File: config.mk
export PLATFORM = sky130hd
export DESIGN_NAME = uart_rx_os16
export DESIGN_NICKNAME = d
export VERILOG_FILES = /design/src/rtl/uart_rx_os16.sv
export SDC_FILE = /design/constraint.sdc
export NUM_CORES = 1
export LEC_CHECK = 0
export CAP_MARGIN = 20
export CORE_ASPECT_RATIO = 0.75
export CORE_MARGIN = 4
export CORE_UTILIZATION = 56
export DETAILED_ROUTE_END_ITERATION = 16
export PLACE_DENSITY = 0.78
export SLEW_MARGIN = 40
export SYNTH_ARGS = -nofsm -noshare
export SYNTH_HDL_FRONTEND = slang
export SYNTH_SLANG_ARGS = --single-unit
File: constraint.sdc
create_clock -name clk_50m -period 3 [get_ports clk_50m]
set_clock_uncertainty 0.05 [all_clocks]
set_input_delay 0.45 -clock clk_50m [delete_from_list [all_inputs] [get_ports clk_50m]]
set_output_delay 0.45 -clock clk_50m [all_outputs]
set_load 0.05 [all_outputs]
File: src/rtl/uart_rx_os16.sv
`default_nettype none
// ============================================================================
// Module      : uart_rx_os16
// Description : 8N1 UART receiver, 16x oversampling with 3-sample majority vote
// Revision    : 1.0 - initial release
// ============================================================================
module uart_rx_os16 #(
    parameter int CLK_HZ = 50000000,
    parameter int BAUD   = 115200,
    parameter int OS     = 16
) (
    input  logic       clk_50m,
    input  logic       rst,
    input  logic       Rx,
    input  logic       Rx_en,
    input  logic       ready_clr,
    output logic [7:0] data_out,
    output logic       ready,
    output logic       frame_err,
    output logic       overrun,
    output logic       Rx_busy
);
    localparam int C_DIV = CLK_HZ / (BAUD * OS);
    localparam int C_TW  = (C_DIV > 1) ? $clog2(C_DIV) : 1;
    localparam logic [C_TW-1:0] C_TICK_LAST = C_TW'(C_DIV - 1);

    typedef enum logic [2:0] {
        S_IDLE  = 3'd0,
        S_START = 3'd1,
        S_DATA  = 3'd2,
        S_STOP  = 3'd3,
        S_BREAK = 3'd4
    } state_t;

    state_t          state_q;
    logic            rx_meta_q;
    logic            rxs_q;
    logic            rxs_prev_q;
    logic [C_TW-1:0] tick_cnt_q;
    logic [3:0]      os_cnt_q;
    logic [1:0]      samp_q;
    logic [2:0]      bit_idx_q;
    logic [7:0]      shift_q;
    logic [7:0]      data_q;
    logic            ready_q;
    logic            frame_err_q;
    logic            overrun_q;

    logic            w_tick;
    logic [3:0]      w_os_next;
    logic            w_vote;
    logic            w_fall;

    assign w_tick    = (tick_cnt_q == C_TICK_LAST);
    assign w_os_next = os_cnt_q + 4'd1;
    assign w_fall    = rxs_prev_q & ~rxs_q;
    // Samples land on the ticks that take os_cnt to 7 and 8; the live rxs is the third vote.
    assign w_vote    = (samp_q[1] & samp_q[0]) | (samp_q[1] & rxs_q) | (samp_q[0] & rxs_q);

    always_ff @(posedge clk_50m) begin
        if (rst) begin
            state_q     <= S_IDLE;
            rx_meta_q   <= 1'b1;
            rxs_q       <= 1'b1;
            rxs_prev_q  <= 1'b1;
            tick_cnt_q  <= '0;
            os_cnt_q    <= 4'd0;
            samp_q      <= 2'b11;
            bit_idx_q   <= 3'd0;
            shift_q     <= 8'h00;
            data_q      <= 8'h00;
            ready_q     <= 1'b0;
            frame_err_q <= 1'b0;
            overrun_q   <= 1'b0;
        end else begin
            rx_meta_q  <= Rx;
            rxs_q      <= rx_meta_q;
            rxs_prev_q <= rxs_q;

            if (ready_clr) begin
                ready_q     <= 1'b0;
                frame_err_q <= 1'b0;
                overrun_q   <= 1'b0;
            end

            if (state_q == S_IDLE) begin
                if (Rx_en && w_fall) begin
                    state_q    <= S_START;
                    tick_cnt_q <= '0;
                    os_cnt_q   <= 4'd0;
                end
            end else if (!Rx_en) begin
                state_q <= S_IDLE;
            end else if (state_q == S_BREAK) begin
                if (rxs_q) begin
                    state_q <= S_IDLE;
                end
            end else begin
                tick_cnt_q <= w_tick ? '0 : tick_cnt_q + 1'b1;
                if (w_tick) begin
                    os_cnt_q <= w_os_next;
                    if (w_os_next == 4'd7 || w_os_next == 4'd8) begin
                        samp_q <= {samp_q[0], rxs_q};
                    end
                    if (w_os_next == 4'd9) begin
                        case (state_q)
                            S_START: begin
                                if (w_vote) begin
                                    state_q <= S_IDLE;
                                end else begin
                                    state_q   <= S_DATA;
                                    bit_idx_q <= 3'd0;
                                end
                            end
                            S_DATA: begin
                                shift_q   <= {w_vote, shift_q[7:1]};
                                bit_idx_q <= bit_idx_q + 3'd1;
                                if (bit_idx_q == 3'd7) begin
                                    state_q <= S_STOP;
                                end
                            end
                            S_STOP: begin
                                if (w_vote) begin
                                    state_q <= S_IDLE;
                                    // A same-cycle clear frees the holding register first.
                                    if (!ready_q || ready_clr) begin
                                        data_q  <= shift_q;
                                        ready_q <= 1'b1;
                                    end else begin
                                        overrun_q <= 1'b1;
                                    end
                                end else begin
                                    frame_err_q <= 1'b1;
                                    state_q     <= S_BREAK;
                                end
                            end
                            default: ;
                        endcase
                    end
                end
            end
        end
    end

    assign data_out  = data_q;
    assign ready     = ready_q;
    assign frame_err = frame_err_q;
    assign overrun   = overrun_q;
    assign Rx_busy   = (state_q != S_IDLE);

endmodule
`default_nettype wire

==> Word-level counts from Yosys, hierarchy flattened <==
Index checks and enable logic that the tools add are counted.
{ "classes": {"addsub": 3, "eq_ne": 17, "mux": 49, "bitwise": 9, "reduce_logical": 16} }
{ "op_table": {"columns": ["operator", "n"], "rows": [
  ["2-to-1 mux 3 bit", 10],
  ["2-to-1 mux 1 bit", 26],
  ["2-to-1 mux 5 bit", 5],
  ["2-to-1 mux 4 bit", 5],
  ["AND reduction 6 bit", 2],
  ["case mux 3 bit (3 select lines)", 1],
  ["== test 4 bit (second input constant)", 2],
  ["inequality test 4 x 1 -> 1 bit (second input constant)", 2],
  ["AND reduction 8 bit", 1],
  ["AND reduction 7 bit", 1],
  ["== test 3 x 2 -> 1 bit (second input constant)", 2],
  ["== test 3 bit (second input constant)", 2],
  ["inequality test 6 x 1 -> 1 bit (second input constant)", 1],
  ["case mux 3 bit (2 select lines)", 1],
  ["nonzero test 2 bit", 3],
  ["adder 5 x 1 -> 5 bit (second input constant)", 1],
  ["== test 5 bit (second input constant)", 1],
  ["inequality test 5 bit (second input constant)", 1],
  ["AND reduction 5 bit", 1],
  ["adder 4 x 1 -> 4 bit (second input constant)", 1],
  ["AND 1 bit", 4],
  ["== test 4 x 3 -> 1 bit (second input constant)", 1],
  ["inequality test 2 bit (second input constant)", 2],
  ["inequality test 4 bit (second input constant)", 1],
  ["13 further kinds", 17]
]} }
{ "word_totals": {"reg_bits": 39, "input_bits": 5, "output_inout_bits": 12, "word_cells": 107} }

==> Logic depth before layout (Yosys ltp) <==
Gate-level depths: netlist of run 1.
{ "depth": {"word_depth": 10, "mapped_depth": 7} }

==> Worst setup path before layout of run 1 <==
No wires, ideal clock.
{ "synth_path": {"kind": "register to register", "from": "register os_cnt_q[1]", "to": "register data_q[0] (netlist: data_out[0])", "setup_ns": 0.128, "t_arrival_ns": 1.906, "required_ns": 2.822, "setup_slack_ns": 0.916, "path_stages_with_launch": 8, "path_buffers": 0, "synth_period_minus_slack_ns": 2.084, "cell_sequence": "dfxtp_1 ha_1 nand2_1 o21ai_2 a21oi_4 nor4_4 mux2i_1 nor2_1"} }
{ "synth_between": {"elab_chain_cells": 3} }
{ "synth_rtl": {"columns": ["element", "line_no", "rtl"], "rows": [
  ["start: declaration", "40", "logic [3:0] os_cnt_q;"],
  ["start signal: assignment", "101", "os_cnt_q <= w_os_next;"],
  ["adder 4 x 1 -> 4 bit", "55", "assign w_os_next = os_cnt_q + 4'd1;"],
  ["== test 4 bit", "105", "if (w_os_next == 4'd9) begin"],
  ["AND reduction 8 bit (no line)", null, null],
  ["end signal: assignment", "127", "data_q <= shift_q;"],
  ["end: declaration", "44", "logic [7:0] data_q;"]
]} }
Every way passes these cells.
A chain may end at the register's enable or synchronous reset.

==> Final worst setup path of run 1 <==
{ "layout_path": {"from": "register os_cnt_q[1]", "to": "register shift_q[6]"} }
{ "layout_between": {"elab_chain_cells": 3} }
{ "layout_rtl": {"columns": ["element", "line_no", "rtl"], "rows": [
  ["adder 4 x 1 -> 4 bit", "55", null],
  ["== test 4 bit", "105", null],
  ["AND reduction 6 bit (no line)", null, null],
  ["end signal: assignment", "116", "shift_q <= {w_vote, shift_q[7:1]};"],
  ["end: declaration", "43", "logic [7:0] shift_q;"]
]} }
Every way passes these cells.

==> results of run 1 <==
==> synth_stat cells, drive strengths merged, types with 3 or more instances <==
cell	n
dfxtp	39
nor2	38
mux2i	17
a21oi	16
ha	8
inv	7
nand2	7
nor3	7
clkbuf	5
nand3	5
o21ai	5
nand2b	4
xor2	4
or2	3
==> through the flow <==
stage | total power [uW] | util, % | worst slack [ns] | cells
after floorplan | 627 | - | 0.916 | 197
after global placement | 655 | 66.9 | 0.703 | 248
after detailed placement | 659 | 66.9 | 0.615 | 248
after CTS | 1110 | 70.8 | 0.608 | 256
after global routing | 1140 | 70.8 | 0.447 | 256
final | 1100 | 70.8 | 0.601 | 256
==> routing by layer <==
metal | wire (um) | GRT usage [%] | vias to the layer above
li1 | - | - | 731
met5 | 0 | 0 | -
met3 | 134 | 5.46 | 10
met2 | 1680 | 28.8 | 28
met4 | 80 | 9.30 | 0
met1 | 1780 | 26.1 | 696
==> worst paths after layout <==
kind / startpoint / to / slack (ns)
setup / recovery: os_cnt_q[1]$_SDFFE_PP0P_ / shift_q[6]$_SDFFE_PP0P_ / 0.60
setup reg to reg: os_cnt_q[1]$_SDFFE_PP0P_ / shift_q[6]$_SDFFE_PP0P_ / 0.60
hold / removal: rx_meta_q$_SDFF_PP1_ / rxs_q$_SDFF_PP1_ / 0.37
hold reg to reg: rx_meta_q$_SDFF_PP1_ / rxs_q$_SDFF_PP1_ / 0.37
==> cell type report <==
| cell class | instances | area [um^2] |
|---|---|---|
| Multi-Input combinational cell | 145 | 997 |
| Sequential cell | 39 | 781 |
| Fill cell | 247 | 890 |
| Tap cell | 38 | 47.5 |
| Inverter | 7 | 26.3 |
| Clock inverter | 2 | 35.0 |
| Clock buffer | 6 | 82.6 |
| Timing Repair Buffer | 19 | 183 |
==> layout by cell type (no fill, tap or decap), drive strengths merged, types with 2 or more instances in the layout <==
cell type / count
a211oi: 2
a21oi: 16
and3: 2
buf: 3
clkbuf: 6
clkdlybuf4s50: 16
dfxtp: 39
ha: 8
inv: 7
mux2i: 17
nand2: 7
nand2b: 4
nand3: 5
nand3b: 2
nand4: 2
nor2: 38
nor2b: 2
nor3: 7
nor3b: 2
nor4: 2
o21ai: 5
or2: 3
or3: 2
xor2: 4
==> worst max-delay path: cells and delay by family (launching register included) <==
kind | cells | cell delay, ns
compound gates | 2 | 0.31
fa+ha+maj | 1 | 0.33
simple gates | 3 | 0.82
mux | 1 | 0.29
flops | 1 | 0.48
==> sequential cells by signal (all words and copies together) (netlist names) <==
signal	count
shift_q	8
frame_err	1
rxs_q	1
rxs_prev_q	1
tick_cnt_q	5
bit_idx_q	3
ready	1
os_cnt_q	4
data_out	8
state_q	3
samp_q	2
overrun	1
rx_meta_q	1
==> logic make-up after synthesis <==
family          count (synthesis)
mux                            18
fa+ha+maj                       9
xor+xnor                        5
simple gates                   83
buf+inv                        13
flops                          39
compound gates                 30
==> power groups by stage <==
| stage | Clock, uW | Sequential, uW | Combinational, uW |
|---|---|---|---|
| global placement | 0 | 553 | 102 |
| CTS | 457 | 543 | 107 |
| floorplan | 0 | 544 | 83.1 |
| detailed placement | 0 | 554 | 105 |
| global route | 481 | 545 | 117 |
| finish | 451 | 543 | 106 |
==> flow_summary.json, run 1 <==
{
  "seq_area_frac_synth_pct": 42.6,
  "cts_buffers": 5,
  "fin_crit_sh_pct": 80.0,
  "syn_to_final_growth_pct": 17.3,
  "grt_max_degree": 18,
  "power_frac_seq_pct": 49.4,
  "synth_compound_area_share_pct": 10.8,
  "finalHoldViolCount": 0,
  "cts_resized": 0,
  "drtAntennaViolNets": 0,
  "wl_um": 3680,
  "start_util_pct": 60.3,
  "timing.fmax_mhz": 417,
  "synth_edf_count": 0,
  "netlist_instances": 197,
  "holdWs_ns": 0.374,
  "detailed_place_hpwl_um": 2680,
  "worst_pin_slew_ns": 0.716,
  "crit_arrival_ns": 2.53,
  "synth.cell_area_um2": 1830,
  "io_pins": 17,
  "syn_nets": 210,
  "netlist.area_leader.share_pct": 42.6,
  "port_buffers": 16,
  "synth_top_family_by_area": "simple AND/OR/NAND/NOR gates",
  "crit_fanout": 8,
  "synth_seq_cells": 39,
  "cts_tree": "built",
  "setup-violations-final": 0,
  "criticalPathCategory": "register to register",
  "crit_slowest_cell": "nor4_4",
  "clock_latency_ns": 0.30,
  "cts_max_level": 2,
  "die_y_um": 57.6,
  "whs_path_depth": 1,
  "rsz0062_at_grt": "no",
  "cpPeakStageDelay_ns": 0.67,
  "status": "completed",
  "cts_hold_buf": 0,
  "coreArea_um2": 3040,
  "synth_fa_ha_area_share_pct": 6.00,
  "power_frac_comb_pct": 9.6,
  "grtUsageTotal_pct": 19.5,
  "drv_slew": 0,
  "synthDistinctLibCells": 48,
  "crit_required_ns": 3.13,
  "slew_headroom_pct": 51.9,
  "critPathLaunchType": "register",
  "drcViolationCount": 0,
  "clockRootBuffer": "clkbuf_8",
  "final_layout_size_suffix_gt1_share_pct": 11.5,
  "grt_pass1_vias": 1420,
  "cts.sinks": 39,
  "first_pass_iters": 4,
  "dieWidth_um": 74.1,
  "wl_per_cell_um": 14.4,
  "grt_antenna_before_repair": 0,
  "synth_top_cells_by_area": "dfxtp_1 43%, mux2i_1 9.3%, nor2_1 7.8%",
  "tns_ns": 0,
  "r2r_cells": 7,
  "gr-total-overflow": 0,
  "rows": 17,
  "final_nets": 230,
  "ys.flop_type": "dfxtp_1",
  "synth.largest_area_cell": "dfxtp_1",
  "p_per_area_nw_per_um2": 511,
  "clk_path_buf_depth": 2,
  "max_cap_viol_count": 0,
  "internal_power_uw": 835,
  "avgSynthCellArea_um2": 9.31,
  "die_area_um2": 4260,
  "muxShareOfSynthArea_pct": 9.89,
  "clk_pin_slew_worst_paths_ns": 0.07,
  "grt_pass1_wl_um": 6400,
  "dpl_cell_area_um2": 2030,
  "critPathCaptureType": "register",
  "period_minus_slack_ns": 2.40,
  "crit_chain": "ha_1, nand2_1, o21ai_2, a21oi_4, nor4_4, mux2i_1, nor2_1",
  "ys_async_sr_fraction_pct": 0,
  "hold_class": "register to register",
  "postCtsSetupRepairBufs": 0,
  "synth_xor_area_share_pct": 2.39,
  "vias": 1465,
  "p_leak_uw": 0.000770,
  "clkPwrFrac_pct": 41.0,
  "antennaDiodeCount": 0,
  "gp_congestion": 0.875,
  "finalInstanceArea_um2": 2150,
  "ir_drop_uv": 469,
  "power_switching_uw": 265,
  "viasPerCell": 5.72,
  "drt_iter0_markers": 91,
  "p_sw_share_pct": 24.1,
  "synthSimpleGateAreaFrac_pct": 25.3,
  "yosys_warnings": 0
}
Note: power is estimated with default switching activity, not from simulation.
==> inputs of run 2 (changes only) <==
--- a/config.mk
+++ b/config.mk
@@ -8,9 +8,9 @@
 export CAP_MARGIN = 20
 export CORE_ASPECT_RATIO = 0.75
 export CORE_MARGIN = 4
-export CORE_UTILIZATION = 56
+export CORE_UTILIZATION = 50
 export DETAILED_ROUTE_END_ITERATION = 16
-export PLACE_DENSITY = 0.78
+export PLACE_DENSITY = 0.74
 export SLEW_MARGIN = 40
 export SYNTH_ARGS = -nofsm -noshare
 export SYNTH_HDL_FRONTEND = slang
==> constraint.sdc (replaced) <==
create_clock -name clk_50m -period 2.05 [get_ports clk_50m]
set_clock_uncertainty 0.05 [all_clocks]
set_input_delay 0.3075 -clock clk_50m [delete_from_list [all_inputs] [get_ports clk_50m]]
set_output_delay 0.3075 -clock clk_50m [all_outputs]
set_load 0.05 [all_outputs]
==> flow_summary.json, run 2 (synthesis results as in run 1) <==
{
  "cts_buffers": 5,
  "finalHoldViolCount": 0,
  "rsz0062_at_grt": "no",
  "final_cell_mix": "38 x nor2_1, 38 x dfxtp_1, 17 x mux2i_1",
  "cpPeakStageDelay_ns": 0.49,
  "r2r-end": "shift_q[5]$_SDFFE_PP0P_",
  "crit_required_ns": 2.17,
  "cts_tree": "built",
  "gr-total-overflow": 0,
  "crit_chain": "inv_2, or3_1, nor4_4, buf_12, mux2i_1, nor2_1",
  "syn_to_final_growth_pct": 25.4,
  "crit_arrival_ns": 2.08,
  "slew_headroom_pct": 66.7,
  "tns_ns": 0,
  "gp_congestion": 0.825,
  "r2r_cells": 6,
  "cts_max_level": 2,
  "final_cell_count_no_fill": 279,
  "timing.fmax_mhz": 509,
  "die_area_um2": 4710,
  "start_util_pct": 53.9,
  "cts.sinks": 39,
  "grt_pass1_vias": 1476,
  "ir_drop_uv": 662,
  "io_pins": 17,
  "coreArea_um2": 3400,
  "final_layout_size_suffix_gt1_share_pct": 18.3,
  "port_buffers": 16,
  "p_per_area_nw_per_um2": 638,
  "rows": 18,
  "antennaDiodeCount": 0,
  "critPathCaptureType": "register",
  "grt_antenna_before_repair": 0,
  "period_minus_slack_ns": 1.96,
  "worst_pin_slew_ns": 0.499,
  "drv_slew": 0,
  "crit_fanout": 8,
  "grtUsageTotal_pct": 16.9,
  "criticalPathCategory": "register to register",
  "drcViolationCount": 0,
  "detailed_place_hpwl_um": 2890,
  "reg2reg_from": "state_q[1]$_SDFFE_PP0P_",
  "clock_latency_ns": 0.27,
  "dp_slack_ns": -0.0389,
  "rrSetupSlack_ns": 0.09,
  "first_pass_iters": 4,
  "status": "completed",
  "wl_um": 3780,
  "vias": 1519,
  "hold_start": "rx_meta_q$_SDFF_PP1_",
  "hold_class": "register to register",
  "clk_pin_slew_worst_paths_ns": 0.07,
  "whs_path_depth": 1,
  "dp_cells": 272,
  "utilization_pct": 67.6,
  "drtAntennaViolNets": 0,
  "grt_pass1_wl_um": 6490,
  "die_y_um": 60.5,
  "cts_hold_buf": 0,
  "dieWidth_um": 77.9,
  "clockRootBuffer": "clkbuf_8",
  "crit_slowest_cell": "dfxtp_1",
  "drt_iter0_markers": 87,
  "setup_ws_ns": 0.0858,
  "critPathLaunchType": "register",
  "wl_per_cell_um": 13.5,
  "clk_path_buf_depth": 2,
  "holdWs_ns": 0.370,
  "p_leak_uw": 0.000827,
  "fin_crit_sh_pct": 95.8,
  "grt_max_degree": 20,
  "viasPerCell": 5.44,
  "setup-violations-final": 0,
  "hold_end": "rxs_q$_SDFF_PP1_",
  "final_nets": 242,
  "max_cap_viol_count": 0
}
[run 2: worst max-delay path by stage]
| stage | from | endpoint | slack, ns |
|---|---|---|---|
| 6_report | state_q[1]$_SDFFE_PP0P_ | shift_q[5]$_SDFFE_PP0P_ | 0.09 |
| 3_5_place_dp | os_cnt_q[0]$_SDFFE_PP0P_ | state_q[1]$_SDFFE_PP0P_ | -0.04 |
| 3_3_place_gp | Rx_en | data_out[1]$_SDFFE_PP0P_ | 0.06 |
| 2_1_floorplan | os_cnt_q[1]$_SDFFE_PP0P_ | data_out[0]$_SDFFE_PP0P_ | 0.10 |
| 5_1_grt | tick_cnt_q[0]$_SDFFE_PP0P_ | data_out[1]$_SDFFE_PP0P_ | 0.007 |
| 4_1_cts | os_cnt_q[0]$_SDFFE_PP0P_ | state_q[1]$_SDFFE_PP0P_ | 0.05 |
[run 2: where the power goes]
| part | switching, uW | internal [uW] | leakage (uW) | total, uW |
|---|---|---|---|---|
| logic | 103 | 72.3 | 0.000465 | 175 |
| clock network | 234 | 264 | 0.0000470 | 498 |
| registers | 22.5 | 772 | 0.000316 | 795 |
| total | 359 | 1110 | 0.000827 | 1470 |
[run 2: critical path, delay by kind of cell (launching register included)]
family | cells | cell delay (ns)
muxes | 1 | 0.23
DFF | 1 | 0.49
and+or+nand+nor | 3 | 0.82
buffers and inverters | 2 | 0.27
[run 2: stage by stage]
stage	cell area (um^2)	total power [uW]
after floorplan	1830	918
after global placement	2160	973
after detailed placement	2160	982
after CTS	2260	1470
after global routing	2300	1540
final	2300	1470
[run 2: area by class of cell]
type | instances | area, um^2
fillers | 256 | 1100
multi-input cells | 145 | 1040
flip-flops and latches | 39 | 782
repair buffers | 31 | 297
clock buffers | 6 | 82.6
well taps | 50 | 62.6
inverters | 7 | 26.3
clock inverters | 1 | 5.00
[run 2: per-layer routing]
metal | global-route usage [%] | up-vias | part of all wire, %
li1 | - | 753 | -
met1 | 20.6 | 740 | 46
met2 | 31.2 | 26 | 50
met3 | 3.86 | 0 | 3.8
met4 | 3.74 | 0 | 0
met5 | 0 | - | 0
[run 2: what timing repair did]
action | CTS | global route
gates resized for setup | 4 | 8
buffers inserted | 0 | 0
pin swaps | 0 | 1
setup endpoints to repair | 4 | 6
cloned | 0 | 0
==> inputs of run 3 (changes only) <==
--- a/config.mk
+++ b/config.mk
@@ -10,6 +10,7 @@
 export CORE_MARGIN = 4
 export CORE_UTILIZATION = 50
 export DETAILED_ROUTE_END_ITERATION = 16
+export GPL_ROUTABILITY_DRIVEN = 0
 export PLACE_DENSITY = 0.74
 export SLEW_MARGIN = 40
 export SYNTH_ARGS = -nofsm -noshare
==> results of run 3 <==
No change in the layout: final DEF, timing and power equal those of run 2.
